==> config.mk <==
export PLATFORM = sky130hd
export DESIGN_NAME = fifo_rd_ctrl
export DESIGN_NICKNAME = d
export VERILOG_FILES = /design/src/rtl/fifo_rd_ctrl.sv
export SDC_FILE = /design/constraint.sdc
export NUM_CORES = 1
export LEC_CHECK = 0
export ABC_AREA = 1
export BUFFER_PORTS_ARGS = -buffer_cell sky130_fd_sc_hd__buf_4
export CAP_MARGIN = 20
export CORE_MARGIN = 1
export CORE_UTILIZATION = 53
export CTS_CLUSTER_DIAMETER = 40
export DETAILED_ROUTE_END_ITERATION = 10
export GPL_TIMING_DRIVEN = 0
export PLACE_DENSITY = 0.79
export SYNTH_ARGS = -nofsm -noshare
export SYNTH_HDL_FRONTEND = slang
export SYNTH_SLANG_ARGS = --single-unit
==> constraint.sdc <==
create_clock -name clk -period 2 [get_ports clk]
set_clock_uncertainty 0.05 [all_clocks]
set_input_delay 0.3 -clock clk [delete_from_list [all_inputs] [get_ports clk]]
set_output_delay 0.3 -clock clk [all_outputs]
set_load 0.01 [all_outputs]
==> src/rtl/fifo_rd_ctrl.sv <==
// FIFO read controller: issues credit-limited reads into a 2-entry in-order
// output buffer and presents buffered words on a valid/ready interface.
module fifo_rd_ctrl #(
   parameter int FIFO_WIDTH = 16,
   parameter int CNT_WIDTH  = 16
) (
   input  logic                  clk,
   input  logic                  rst,
   input  logic                  en,
   input  logic                  fifo_empty,
   input  logic [FIFO_WIDTH-1:0] fifo_data_out,
   input  logic                  fifo_underflow,
   output logic                  fifo_rd_en,
   output logic                  m_valid,
   output logic [FIFO_WIDTH-1:0] m_data,
   input  logic                  m_ready,
   output logic [CNT_WIDTH-1:0]  rd_count,
   output logic                  err_underflow
);

   typedef enum logic [1:0] {
      OCC_0 = 2'd0,
      OCC_1 = 2'd1,
      OCC_2 = 2'd2
   } occ_t;

   occ_t                  occ;
   occ_t                  occ_nxt;
   logic                  inflight;
   logic [FIFO_WIDTH-1:0] slot0;
   logic [FIFO_WIDTH-1:0] slot1;
   logic                  pop;
   logic                  capture;
   logic [2:0]            credit;

   // Occupancy state register
   always_ff @(posedge clk) begin
      if (rst) begin
         occ <= OCC_0;
      end else begin
         occ <= occ_nxt;
      end
   end

   // Occupancy next state
   always_comb begin
      occ_nxt = occ;
      case (occ)
         OCC_0: if (capture) occ_nxt = OCC_1;
         OCC_1: begin
            if (capture && !pop) begin
               occ_nxt = OCC_2;
            end else if (!capture && pop) begin
               occ_nxt = OCC_0;
            end
         end
         OCC_2: if (pop && !capture) occ_nxt = OCC_1;
         default: occ_nxt = OCC_0;
      endcase
   end

   // Outputs and handshake terms; a word read under underflow is dropped
   always_comb begin
      m_valid    = (occ != OCC_0);
      m_data     = slot0;
      pop        = m_valid && m_ready;
      capture    = inflight && !fifo_underflow;
      credit     = 3'd2 - {1'b0, occ} - {2'b00, inflight} + {2'b00, pop};
      fifo_rd_en = en && !fifo_empty && (credit != 3'd0) && !rst;
   end

   always_ff @(posedge clk) begin
      if (rst) begin
         inflight      <= 1'b0;
         slot0         <= '0;
         slot1         <= '0;
         rd_count      <= '0;
         err_underflow <= 1'b0;
      end else begin
         inflight <= fifo_rd_en;
         if (fifo_underflow) begin
            err_underflow <= 1'b1;
         end
         if (pop) begin
            rd_count <= rd_count + 1'b1;
         end
         // slot0 is always the oldest word; a pop shifts slot1 forward
         if (pop) begin
            slot0 <= (capture && occ == OCC_1) ? fifo_data_out : slot1;
            if (capture && occ == OCC_2) begin
               slot1 <= fifo_data_out;
            end
         end else if (capture) begin
            if (occ == OCC_0) begin
               slot0 <= fifo_data_out;
            end else begin
               slot1 <= fifo_data_out;
            end
         end
      end
   end

endmodule
==> impl_metrics.toml <==
[global_routing]
grt_pass1_vias = 2210
grt_first_pass_wirelength_um = 9320
grt_usage_pct = 23.4
grt_max_degree = 16
grt_overflow = 0
antenna_found_initial = 0

[detailed_routing]
vias_per_cell = 5.09
drc = 0
via_count = 2390
ant_nets = 0
wire_per_inst_um = 11.3
first_pass_iters = 4
drtIter0Drc = 219
totalWireLength_um = 5330

[critical_path]
slowest_delay_ps = 400
slowest_stage = "fa_2"
reg2reg_to = "slot1[8]$_SDFFE_PP0P_"
cp_max_fo = 2
reg2regPathDepth = 8
cp_top_family = "adder cells"
crit_type = "reg2out"
critPathRequiredTime_ps = 1650
critPathLaunchType = "flop"
crit_path_end_kind = "output pin"
crit_chain = "o21ai_4, fa_2, ha_4, a31oi_1, buf_4"
crit_buf_inv = 1
critPathArrivalTime_ps = 1620
r2r_setup_slack_ps = 250
r2r-start = "inflight$_SDFF_PP0_"

[logic_synthesis]
synth_xor_area_share_pct = 0
yosys_warnings = 0
synthAdderAreaFrac_pct = 3.39
ys_ff_latch = 52
synth_top_family_by_area = "simple AND/OR/NAND/NOR gates"
synth_compound_area_share_pct = 11.5
yosysSeqAreaShare_pct = 42.7
synthCells = 351
syn_avg_cell_area_sq_um = 6.95
netlist_area_sq_um = 2440
syn-num-nets = 379
synth.area.mux_share_pct = 0
ys_types = 25
yosys.area_share.simple_pct = 33.1

[place]
hpwl_um = 4000
dp_slack_ps = 70.0
place.gp.congestion = 0.808
port-buffer-count = 56
dp_cells = 459

[hold_path]
hp-class = "in2reg"
hold_start = "fifo_data_out[13]"
whs_endpoint = "slot1[13]$_SDFFE_PP0P_"
hold_path_depth = 3

[cts]
numCtsBuffers = 5
cts.sinks = 52
path_clk_slew_ps = 90
worstSkewPairLatency_ps = 300
cts.hold.buffers_added = 0
clockBufferDepth = 2
clockRootBuffer = "clkbuf_8"
cts_tree = "yes"
htree_levels = 2

[power_and_ir_drop]
power.leakage_nw = 1.34
power.density_nw_per_um2 = 603
peakVddDrop_mv = 0.334

[job]
drv_cap = 0

[timing]
rsz0062_at_grt = "yes"
finalCritPeriodShare_pct = 98.4
worst_slew_pin_slew_ps = 609
finalHoldViolCount = 0
setup_viol = 0
fin_ws_ps = 32.2
slew_violations = 0
max_freq_ghz = 0.508
fin_crit_ps = 1970
slew_headroom_pct = 59.3
tns_ps = 0

[die]
die_w_um = 69.8
die_y_um = 69.8
rows = 24
initial_core_util_pct = 55.6
pin_count = 57
die_area_sq_um = 4880
core_sq_um = 4380

[outcome]
status = "finished, final reports clean"

[layout]
fin_nets = 445
drive_above_1_share_pct = 20.8
antenna_cells = 0
area_growth_pct = 25.9
layoutNonFillerInstCount = 470
==> repair_timing <==
item	in CTS	in global routing
buffers inserted	3	0
cloned	0	0
pin swaps	3	3
endpoints found under the hold margin	0	0
setup endpoints to repair	1	1
resized for setup	7	0
==> synth_stat cells (all sizes together) <==
cell | instances | area share (%)
clkbuf | 5 | 0.77
nand2 | 68 | 11
nor3b | 1 | 0.31
nand3 | 23 | 4.7
nor2 | 70 | 11
o2111a | 1 | 0.46
nand3b | 16 | 4.9
inv | 44 | 6.8
nand4 | 4 | 1.0
fa | 1 | 0.82
a31oi | 3 | 0.77
buf | 8 | 1.7
ha | 5 | 2.6
a41oi | 1 | 0.36
o21ai | 26 | 5.6
nor3 | 2 | 0.41
a21oi | 21 | 4.3
dfxtp | 52 | 43
==> worst register-to-register path: stages, from the launching register on <==
cell,delay [ps]
dfxtp_1,400
nand2_1,180
ha_1,230
nor2_1,120
nand2_1,190
inv_2,180
buf_4,190
nor2_1,50
nor2_1,110
==> sequential cells by signal, indices dropped and copies added (netlist names) <==
register and flops:
m_data 16, rd_count 16, slot1 16, occ 2, err_underflow 1, inflight 1
==> cells in the final DEF (no fill, tap or decap), types with 11 or more instances in the layout <==
master	instances
a21oi_1	21
nand3_1	23
nand3b_1	16
dfxtp_1	50
o21ai_1	11
nor2_1	67
inv_1	41
buf_4	60
nand2_1	66
o21ai_0	13
==> worst max path at each step <==
stage / cells past startpoint / startpoint / end
3_3_place_gp: 5 / occ[1]$_SDFFE_PP0P_ / fifo_rd_en
6_report: 5 / occ[1]$_SDFFE_PP0P_ / fifo_rd_en
2_1_floorplan: 4 / occ[0]$_SDFFE_PP0P_ / fifo_rd_en
3_5_place_dp: 5 / occ[0]$_SDFFE_PP0P_ / fifo_rd_en
5_1_grt: 5 / occ[1]$_SDFFE_PP0P_ / fifo_rd_en
4_1_cts: 5 / occ[0]$_SDFFE_PP0P_ / fifo_rd_en
==> power by group <==
| group | switching (mW) | internal [mW] | total [mW] |
|---|---|---|---|
| Clock | 0.328 | 0.282 | 0.609 |
| Combinational | 0.0970 | 0.0864 | 0.183 |
| Sequential | 0.0101 | 1.05 | 1.06 |
==> cell type report <==
type | count | area (sq um)
Multi-Input combinational cell | 242 | 1190
Tap cell | 52 | 65.1
Clock inverter | 1 | 7.51
Sequential cell | 52 | 1050
Fill cell | 403 | 1310
Clock buffer | 7 | 86.3
Buffer | 13 | 60.1
Inverter | 44 | 165
Timing Repair Buffer | 59 | 443
==> stage by stage <==
stage / util (%) / instance area, sq um / total power [mW] / hold WS (ps)
2_1_floorplan: - / 2440 / 1.18 / 366
3_3_place_gp: 66.7 / 2920 / 1.26 / 402
3_5_place_dp: 66.7 / 2920 / 1.26 / 406
4_1_cts: 70.0 / 3070 / 1.87 / 195
5_1_grt: 70.0 / 3070 / 1.93 / 208
6_report: 70.0 / 3070 / 1.85 / 194
==> metal layers <==
layer | up-vias | wire (um) | track usage, %
li1 | 1246 | - | -
met1 | 1084 | 2430 | 29.0
met2 | 58 | 2580 | 41.7
met3 | 2 | 280 | 4.36
met4 | 0 | 33 | 5.56
met5 | - | 0 | 0
==> cell families after synthesis <==
kind of cell / Yosys count
AO/OA/AOI/OAI: 52
adder cells (fa/ha/maj): 6
buffers and inverters: 57
flip-flops: 52
AND/OR/NAND/NOR: 184
(Power assumes the default switching activity.)
